## src/rtl/mask_row_serializer.sv

```systemverilog
// mask_row_serializer: buffers up to two full-width mask rows coming from the
// repeated-pattern generator and streams the head row to the column-driver
// interface as CHUNK_W-bit chunks, LSB (lowest column) first.
//
// Handshake: a chunk transfers on a rising edge where ms_valid && ms_ready &&
// clk_en. ms_valid never drops and ms_chunk/ms_last/ms_row_idx/ms_frame_last
// never change while a chunk is offered but not taken.
module mask_row_serializer #(
    parameter int IMAGE_SENSOR_W = 300,
    parameter int CHUNK_W        = 16
) (
    input  logic                      clk,
    input  logic                      rst,
    input  logic                      clk_en,
    input  logic [IMAGE_SENSOR_W-1:0] rp_mask_bit,
    input  logic                      rp_valid,
    input  logic [10:0]               frame_rows,
    output logic [CHUNK_W-1:0]        ms_chunk,
    output logic                      ms_valid,
    input  logic                      ms_ready,
    output logic                      ms_last,
    output logic [10:0]               ms_row_idx,
    output logic                      ms_frame_last,
    output logic [1:0]                buf_level,
    output logic                      ovf,
    input  logic                      ovf_clr,
    output logic                      state_dbg      // 1 = SEND, 0 = IDLE
);

    localparam int N_CHUNK = (IMAGE_SENSOR_W + CHUNK_W - 1) / CHUNK_W;
    localparam int PAD_W   = N_CHUNK * CHUNK_W;
    localparam int CIDX_W  = (N_CHUNK > 1) ? $clog2(N_CHUNK) : 1;
    localparam logic [CIDX_W-1:0] LAST_CIDX = CIDX_W'(N_CHUNK - 1);

    typedef enum logic {
        IDLE = 1'b0,
        SEND = 1'b1
    } state_t;

    state_t                    state, state_n;
    logic [IMAGE_SENSOR_W-1:0] row_mem [2];
    logic                      wr_ptr, rd_ptr, wr_ptr_n, rd_ptr_n;
    logic [CIDX_W-1:0]         cidx, cidx_n;
    logic [1:0]                level_n;
    logic [10:0]               row_idx_n;
    logic                      hs, pop, push, drop, row_wrap;
    logic [IMAGE_SENSOR_W-1:0] head_n;
    logic [PAD_W-1:0]          head_pad;
    logic [CHUNK_W-1:0]        chunk_n;
    logic                      last_n, frame_last_n;

    assign state_dbg = (state == SEND);

    // Next-state: FIFO bookkeeping plus the chunk that will be on the bus next cycle.
    always_comb begin
        hs   = ms_valid && ms_ready && clk_en;
        pop  = hs && ms_last;
        // A full buffer still accepts a row if the head row leaves on this same edge.
        push = rp_valid && clk_en && ((buf_level != 2'd2) || pop);
        drop = rp_valid && clk_en && !push;

        case ({push, pop})
            2'b10:   level_n = buf_level + 2'd1;
            2'b01:   level_n = buf_level - 2'd1;
            default: level_n = buf_level;
        endcase

        wr_ptr_n = push ? ~wr_ptr : wr_ptr;
        rd_ptr_n = pop  ? ~rd_ptr : rd_ptr;
        cidx_n   = pop ? '0 : (hs ? cidx + 1'b1 : cidx);

        row_wrap  = (frame_rows != 11'd0) && (ms_row_idx == frame_rows - 11'd1);
        row_idx_n = pop ? (row_wrap ? 11'd0 : ms_row_idx + 11'd1) : ms_row_idx;

        // The new head may be the row being written this very edge (empty buffer,
        // or one row left and it is being popped), so bypass the memory then.
        head_n = (push && (wr_ptr == rd_ptr_n)) ? rp_mask_bit : row_mem[rd_ptr_n];

        // Columns beyond the sensor width read as zero in the final chunk.
        head_pad                       = '0;
        head_pad[IMAGE_SENSOR_W-1:0]   = head_n;

        chunk_n      = (level_n != 2'd0) ? head_pad[cidx_n*CHUNK_W +: CHUNK_W] : '0;
        last_n       = (level_n != 2'd0) && (cidx_n == LAST_CIDX);
        frame_last_n = last_n && (frame_rows != 11'd0) && (row_idx_n == frame_rows - 11'd1);
        state_n      = (level_n != 2'd0) ? SEND : IDLE;
    end

    // Control FSM, FIFO pointers and registered outputs; clk_en low freezes everything.
    always_ff @(posedge clk) begin
        if (rst) begin
            state         <= IDLE;
            wr_ptr        <= 1'b0;
            rd_ptr        <= 1'b0;
            cidx          <= '0;
            buf_level     <= 2'd0;
            ms_valid      <= 1'b0;
            ms_chunk      <= '0;
            ms_last       <= 1'b0;
            ms_frame_last <= 1'b0;
            ms_row_idx    <= 11'd0;
            ovf           <= 1'b0;
        end else if (clk_en) begin
            state         <= state_n;
            wr_ptr        <= wr_ptr_n;
            rd_ptr        <= rd_ptr_n;
            cidx          <= cidx_n;
            buf_level     <= level_n;
            ms_valid      <= (state_n == SEND);
            ms_chunk      <= chunk_n;
            ms_last       <= last_n;
            ms_frame_last <= frame_last_n;
            ms_row_idx    <= row_idx_n;
            // A drop in the same cycle as a clear leaves the flag set.
            if (drop)
                ovf <= 1'b1;
            else if (ovf_clr)
                ovf <= 1'b0;
        end
    end

    // Row storage write port; contents need no reset since level gates their use.
    always_ff @(posedge clk) begin
        if (!rst && push)
            row_mem[wr_ptr] <= rp_mask_bit;
    end

endmodule

```

## config.mk

```make
export PLATFORM = sky130hd
export DESIGN_NAME = mask_row_serializer
export DESIGN_NICKNAME = d
export VERILOG_FILES = /design/src/rtl/mask_row_serializer.sv
export SDC_FILE = /design/constraint.sdc
export NUM_CORES = 1
export LEC_CHECK = 0
export BUFFER_PORTS_ARGS = -buffer_cell sky130_fd_sc_hd__buf_4
export CORE_MARGIN = 2
export CORE_UTILIZATION = 51
export DETAILED_ROUTE_END_ITERATION = 7
export MAX_ROUTING_LAYER = met4
export PLACE_DENSITY = 0.71
export SYNTH_ARGS = -nofsm -noshare
export SYNTH_HDL_FRONTEND = slang
export SYNTH_SLANG_ARGS = --single-unit
```

## constraint.sdc

```tcl
create_clock -name clk -period 33.7 [get_ports clk]
set_clock_uncertainty 0.1 [all_clocks]
set_input_delay 5.055 -clock clk [delete_from_list [all_inputs] [get_ports clk]]
set_output_delay 5.055 -clock clk [all_outputs]
set_load 0.02 [all_outputs]
```

==> impl_metrics.env, run 1 <==
export IMPL_outcome="complete, no violations"
export IMPL_place_worst_setup_slack_ps=24120
export IMPL_min_to="ovf$_SDFFE_PP0P_"
export IMPL_initial_core_util=0.514
export IMPL_nets=3022
export IMPL_drive_above_1_share=0.187
export IMPL_cts_hold_buffers=0
export IMPL_power_density_nw_per_um2=51.9
export IMPL_grt_first_pass_wirelength_um=125000
export IMPL_numCtsBuffers=70
export IMPL_die_x_um=242
export IMPL_setup_tns_ps=0
export IMPL_syn_num_nets=2746
export IMPL_grt_start_max_net_pins=176
export IMPL_antenna_found_initial=21
export IMPL_dpl_cell_count=3386
export IMPL_worstMarginPinSlew_ps=1170
export IMPL_die_height_um=242
export IMPL_drv_slew=0
export IMPL_grt_setup_unrepaired="false"
export IMPL_post_route_drc_count=0
export IMPL_synthArstFlopShare=0
export IMPL_grt_pass1_vias=20500
export IMPL_ir_worst_vdd_v=0.0000472
export IMPL_cts_sinks=640
export IMPL_setup_viol=0
export IMPL_post_cts_buffers=0
export IMPL_drtPass1Iterations=6
export IMPL_reg2reg_from="ms_last$_SDFFE_PP0P_"
export IMPL_p_int_mw=1.38
export IMPL_syn_area_um2=28900
export IMPL_hold_ws_ps=372
export IMPL_die_area_um2=58600
export IMPL_hold_class="flip-flop to flip-flop"
export IMPL_drt_wl_total_um=84000
export IMPL_cts_tree="built"
export IMPL_grt_use_total=0.289
export IMPL_ys_seq_area_frac=0.651
export IMPL_via_count=21100
export IMPL_hold_viol=0
export IMPL_yosysWarnings=0
export IMPL_max_freq_ghz=0.110
export IMPL_fin_total_pwr_mw=1.78
export IMPL_placed_cell_area_um2=32000
export IMPL_overflow=0
export IMPL_final_area_um2=34300
export IMPL_p_clk_frac=0.419
export IMPL_ys_types=66
export IMPL_detail_route_vias_per_cell=5.96
export IMPL_cp_start_kind="input pin"
export IMPL_area_growth_pct=18.6
export IMPL_core_area_um2=56200
export IMPL_crit_arrival_ps=9490
export IMPL_h_tree_depth=3
export IMPL_clk_pin_slew_worst_paths_ps=60
export IMPL_path_class="input pin to flip-flop"
export IMPL_drv_cap=0
export IMPL_clk_latency_ps=620
export IMPL_syn_area_per_cell_um2=11.9
export IMPL_pwr_share_seq=0.504
export IMPL_place_congestion=0.898
export IMPL_fin_crit_sh=0.270
export IMPL_postCtsResizedCells=0
export IMPL_rows=87
export IMPL_instances_no_fill=3538
export IMPL_rrSetupSlack_ps=28570
export IMPL_worst_slack_ps=24600
export IMPL_r2r_cells=9
export IMPL_synth_seq_cells=640
export IMPL_r2r_end="ms_chunk[9]$_SDFFE_PP0P_"
export IMPL_synthCells=2426
export IMPL_crit_required_ps=34100
export IMPL_cts_root_buf="clkbuf_16"
export IMPL_slew_headroom=0.216
export IMPL_swShare=0.226
export IMPL_dp_hpwl_um=54500
export IMPL_clockBufferDepth=3
export IMPL_final_antenna_net_count=0
export IMPL_port_buffers=350
export IMPL_path_max_fanout=98
export IMPL_switching_power_uw=403
export IMPL_holdPathStages=2
export IMPL_crit_path_end_kind="flip-flop"
export IMPL_fin_util=0.610
export IMPL_synth_main_ff_cell="edfxtp_1"
export IMPL_hold_start="ovf$_SDFFE_PP0P_"
export IMPL_p_leak_nw=12.4
export IMPL_wl_per_cell_um=23.8
export IMPL_power_frac_comb=0.078
export IMPL_pin_count=351
export IMPL_synth_edf_count=600
export IMPL_first_iter_violations=2249
export IMPL_fin_crit_ps=9100
## state kept, by name, summed over array words and instances (netlist names)
register / cells
row_mem: 600
ms_chunk: 16
ms_row_idx: 11
cidx: 5
buf_level: 2
ms_frame_last: 1
ms_last: 1
ovf: 1
rd_ptr: 1
state_dbg: 1
wr_ptr: 1
## layout make-up
| class | count | area [µm²] |
|---|---|---|
| sequential | 640 | 18800 |
| antenna | 22 | 55.1 |
| fill | 4513 | 21900 |
| clock inverter | 39 | 294 |
| multi-input combinational | 1607 | 9320 |
| clock buffer | 91 | 1940 |
| tap | 756 | 946 |
| timing repair buffer | 377 | 2880 |
| inverter | 6 | 22.5 |
## placed cells by master, fill, tap and decap left out, types with 12 or more instances in the layout
cell       instances
a31oi_1           56
nor4_1            12
nor2_1            64
mux2i_1          198
diode_2           22
clkinv_2          16
xnor2_1           22
clkbuf_1          13
o21ai_0           56
nand2_1          630
dfxtp_1           40
o22ai_1           45
clkbuf_16         73
nor3_1            22
o21ai_1           13
edfxtp_1         600
buf_4            373
nand3_1          132
and3_1            38
a21oi_1          113
a311oi_1          74
## critical path, stage by stage
cell      delay, ps
buf_4           200
and3_1          530
mux2_8          740
buf_4           860
buf_4           640
mux2i_1         190
mux2i_1         210
o21ai_0         120
o22ai_1         410
nor4_1          130
a311oi_1        300
## cell usage after synthesis, types with 3 or more instances
library cell	number	area, µm²
a211o_1	3	26.3
a211oi_1	7	52.6
a21oi_1	113	566
a221oi_1	6	52.6
a22o_1	3	26.3
a311o_1	10	100
a311oi_1	74	648
a31oi_1	56	350
and2_1	3	18.8
and3_1	38	238
buf_1	19	71.3
buf_2	82	410
buf_4	13	97.6
buf_6	3	33.8
clkbuf_1	56	210
dfxtp_1	40	801
edfxtp_1	600	18000
ha_1	3	37.5
inv_1	6	22.5
mux2i_1	200	2000
mux4_2	3	67.6
nand2_1	631	2370
nand2b_1	4	25.0
nand3_1	132	661
nand4_1	5	31.3
nor2_1	64	240
nor2b_1	6	37.5
nor3_1	23	115
nor3b_1	3	22.5
nor4_1	13	81.3
o211ai_1	11	82.6
o21a_1	3	22.5
o21ai_0	56	280
o21ai_1	13	65.1
o22ai_1	45	282
or3_1	5	31.3
or4_4	5	56.3
xnor2_1	24	210
xor2_1	11	96.3
## routing by layer
layer  track usage  routed length, µm  vias to the layer above
li1              -                  -                     9641
met1         0.361              32700                    10300
met2         0.460              41000                      997
met3        0.0595               7240                      162
met4         0.122               3010                        0
met5             -                  0                        -
## worst max-delay path by stage
stage                     startpoint                        to  slack (ps)  cells past startpoint
after floorplan             rp_valid   row_mem[1][0]$_DFFE_PP_        4830                      4
final                         clk_en  ms_chunk[2]$_SDFFE_PP0P_       24600                     11
after detailed placement      clk_en  ms_chunk[4]$_SDFFE_PP0P_       24120                     11
after global routing          clk_en  ms_chunk[2]$_SDFFE_PP0P_       24440                     11
after global placement        clk_en  ms_chunk[4]$_SDFFE_PP0P_       24180                     11
after CTS                     clk_en  ms_chunk[2]$_SDFFE_PP0P_       24750                     11
## kinds of logic (layout without fill, tap and decap cells)
logic type,after synthesis,after routing,synth area share
AND/OR/NAND/NOR,946,946,0.141
multiplexers,205,205,0.0724
flip-flops,640,640,0.651
AO/OA/AOI/OAI,417,417,0.0938
other,0,22,0
adder cells (fa/ha/maj),3,3,0.00130
XOR/XNOR,36,36,0.0112
buffers and inverters,179,513,0.0293
## power by group through the flow
stage               clock network [mW]  logic (mW)  registers (mW)
floorplan                            0      0.0654           0.925
global placement                     0       0.134           0.912
detailed placement                   0       0.136           0.913
CTS                              0.756       0.137           0.896
global route                     0.785       0.149           0.897
finish                           0.745       0.138           0.896
Power figures use the tool's default switching activity.
==> run 2: changes to the inputs <==
Settings changed: ABC_AREA from default to 1.
Clock period 33.7 ns to 8.6 ns, I/O delays scaled along.
==> run 2 against run 1 <==
Critical endpoint is now ms_chunk[8]$_SDFFE_PP0P_. Clock power grew to 4.2 times the previous value. Synthesized area is 2.1% higher. Largest power group unchanged. Routed wire length is 5.9% higher. Final area is 1.7% higher. Clock-buffer cell count is 2 lower. First-iteration DRC count is 21% higher. Hold slack worse by 7.8 ps.
==> impl_metrics.env, run 2 <==
export IMPL_outcome="complete, no violations"
export IMPL_setup_tns_ps=0
export IMPL_hold_class="flip-flop to flip-flop"
export IMPL_h_tree_depth=3
export IMPL_final_area_um2=34900
export IMPL_crit_path_end_kind="flip-flop"
export IMPL_overflow=0
export IMPL_p_leak_nw=13.1
export IMPL_hold_start="ovf$_SDFFE_PP0P_"
export IMPL_cts_hold_buffers=0
export IMPL_numCtsBuffers=70
export IMPL_crit_required_ps=9030
export IMPL_crit_cells=15
export IMPL_drv_slew=0
export IMPL_clk_latency_ps=610
export IMPL_path_cells="buf_4 -> nand4_1 -> nand2_1 -> nand2_8 -> xor2_2 -> nand2_8 -> buf_4 -> nand3_1 -> o211ai_1 -> nand2_1 -> nand2_1 -> nand3_1 -> nand3_1 -> nand2_1 -> a21oi_1"
export IMPL_nets=3492
export IMPL_post_cts_buffers=0
export IMPL_setup_viol=0
export IMPL_area_growth_pct=18.2
export IMPL_rrSetupSlack_ps=3660
export IMPL_place_congestion=0.896
export IMPL_nFillCells=4766
export IMPL_reg2reg_from="state_dbg$_SDFFE_PP0P_"
export IMPL_synth_top_cell_area_share=0.611
export IMPL_critPathBufInv=2
export IMPL_dp_hpwl_um=55700
export IMPL_path_class="input pin to flip-flop"
export IMPL_die_area_um2=59800
export IMPL_ys_top_cells_by_count="727 x nand2_1, 600 x edfxtp_1, 465 x nand3_1"
export IMPL_ys_types=35
export IMPL_yosys_area_top_type="edfxtp_1"
export IMPL_syn_num_nets=3246
export IMPL_hold_viol=0
export IMPL_syn_area_um2=29500
export IMPL_via_count=23500
export IMPL_path_max_fanout=144
export IMPL_cts_sinks=640
export IMPL_detail_route_vias_per_cell=5.87
export IMPL_grt_start_max_net_pins=191
export IMPL_drv_cap=0
export IMPL_fin_total_pwr_mw=7.22
export IMPL_slew_headroom=0.250
export IMPL_core_area_um2=57500
export IMPL_yosysWarnings=0
export IMPL_layout_common_cells="725 x nand2_1, 600 x edfxtp_1, 464 x nand3_1"
export IMPL_multi_input_area_um2=9540
export IMPL_clk_pin_slew_worst_paths_ps=60
export IMPL_crit_arrival_ps=5740
export IMPL_synthArstFlopShare=0
export IMPL_die_x_um=245
export IMPL_rows=88
export IMPL_top_register="row_mem"
export IMPL_synth_seq_cells=640
export IMPL_drive_above_1_share=0.177
export IMPL_grt_use_total=0.300
export IMPL_initial_core_util=0.513
export IMPL_cts_tree="built"
export IMPL_cts_root_buf="clkbuf_16"
export IMPL_drtPass1Iterations=5
export IMPL_final_common_cell="nand2_1"
export IMPL_fin_crit_sh=0.617
export IMPL_r2r_end="ms_chunk[8]$_SDFFE_PP0P_"
export IMPL_first_iter_violations=2711
export IMPL_post_route_drc_count=0
export IMPL_worstMarginPinSlew_ps=1120
export IMPL_port_buffers=350
export IMPL_path_common_cell="nand2_1"
export IMPL_largestRegisters="row_mem: 600 flops, ms_chunk: 16 flops, ms_row_idx: 11 flops"
export IMPL_timing_critical_path_to="ms_chunk[8]$_SDFFE_PP0P_"
export IMPL_cp_slowest_cell="buf_4"
export IMPL_hold_ws_ps=364
export IMPL_wl_per_cell_um=22.2
export IMPL_ir_worst_vdd_v=0.000167
export IMPL_cp_start_kind="input pin"
export IMPL_die_height_um=245
export IMPL_grt_first_pass_wirelength_um=133000
export IMPL_syn_area_per_cell_um2=10.1
export IMPL_drt_wl_total_um=89000
export IMPL_slowest_delay_ps=730
export IMPL_cp_top_family="simple AND/OR/NAND/NOR gates"
export IMPL_clockBufferDepth=3
export IMPL_cp_startpoint="clk_en"
export IMPL_max_freq_ghz=0.188
export IMPL_synth_edf_count=600
export IMPL_regArea_um2=18800
export IMPL_ys_seq_area_frac=0.638
export IMPL_placed_cell_area_um2=32500
export IMPL_power_density_nw_per_um2=207
export IMPL_grt_pass1_vias=22200
export IMPL_postCtsResizedCells=0
export IMPL_yosysMostFrequentCell="nand2_1"
export IMPL_synth_main_ff_cell="edfxtp_1"
export IMPL_pin_count=351
export IMPL_antenna_found_initial=12
export IMPL_grt_setup_unrepaired="false"
export IMPL_synthTopCellsByArea="edfxtp_1 61%, nand2_1 9.2%, nand3_1 7.9%"
export IMPL_synthCells=2926
export IMPL_fin_crit_ps=5310
export IMPL_final_antenna_net_count=0
export IMPL_r2r_cells=14
export IMPL_largest_reg_flops=600
run 2: changes by cell type after synthesis, moves of 42 or more:
cell and delta:
a21oi_1 -42, a311oi_1 -74, a31oi_1 -44, inv_1 +62
mux2i_1 -196, nand2_1 +96, nand3_1 +333, nor2_1 +192
o211ai_1 +116, o21ai_0 +133, o22ai_1 -42, or2_2 +78
run 2: area by class of cell:
class / count / area share
Tap cell: 765 / 0.0274
Clock buffer: 89 / 0.0550
Inverter: 74 / 0.00804
Clock inverter: 40 / 0.0130
Antenna cell: 17 / 0.00122
Sequential cell: 640 / 0.540
Multi-Input combinational cell: 2015 / 0.274
Timing Repair Buffer: 371 / 0.0820
run 2: how the worst min path moves through the flow:
stage	slack, ps	cells past startpoint	end
CTS	370	2	ovf$_SDFFE_PP0P_
floorplan	390	2	wr_ptr$_SDFFE_PP0P_
finish	360	2	ovf$_SDFFE_PP0P_
global route	400	2	ms_frame_last$_SDFFE_PP0P_
detailed placement	360	2	ovf$_SDFFE_PP0P_
global placement	360	2	ovf$_SDFFE_PP0P_
run 2: where the power goes:
| group | switching, mW | internal, mW | leakage [nW] |
|---|---|---|---|
| Combinational | 0.384 | 0.229 | 6.19 |
| Clock | 1.23 | 1.88 | 1.15 |
| Sequential | 0.0206 | 3.48 | 5.77 |
| Total | 1.63 | 5.59 | 13.1 |
run 2: cells by family after synthesis:
group                    share of synthesized area
XOR/XNOR                                   0.00293
adder cells (fa/ha/maj)                    0.00127
multiplexers                               0.00136
AND/OR/NAND/NOR                              0.228
AO/OA/AOI/OAI                               0.0880
flip-flops                                   0.638
buffers and inverters                       0.0410
run 2: routing by layer:
metal,GRT usage,vias up,wire length (µm)
li1,-,10800,-
met1,0.400,11500,35200
met2,0.472,1123,42900
met3,0.0441,151,8030
met4,0.109,0,2870
met5,-,-,0
run 2: worst reg2reg max path: cells and delay by family (launching register included):
kind                   cells  cell delay [ps]
AND/OR/NAND/NOR           10             2830
AO/OA/AOI/OAI              2              290
XOR/XNOR                   1              460
buffers and inverters      1              760
flip-flops                 1              430
run 2: through the flow:
stage,utilization,cells,setup slack [ps]
4_1_cts,0.606,3994,3410
2_1_floorplan,-,2926,-838
3_5_place_dp,0.565,3865,2850
3_3_place_gp,0.565,3865,2990
5_1_grt,0.607,4006,3030
6_report,0.607,4011,3290
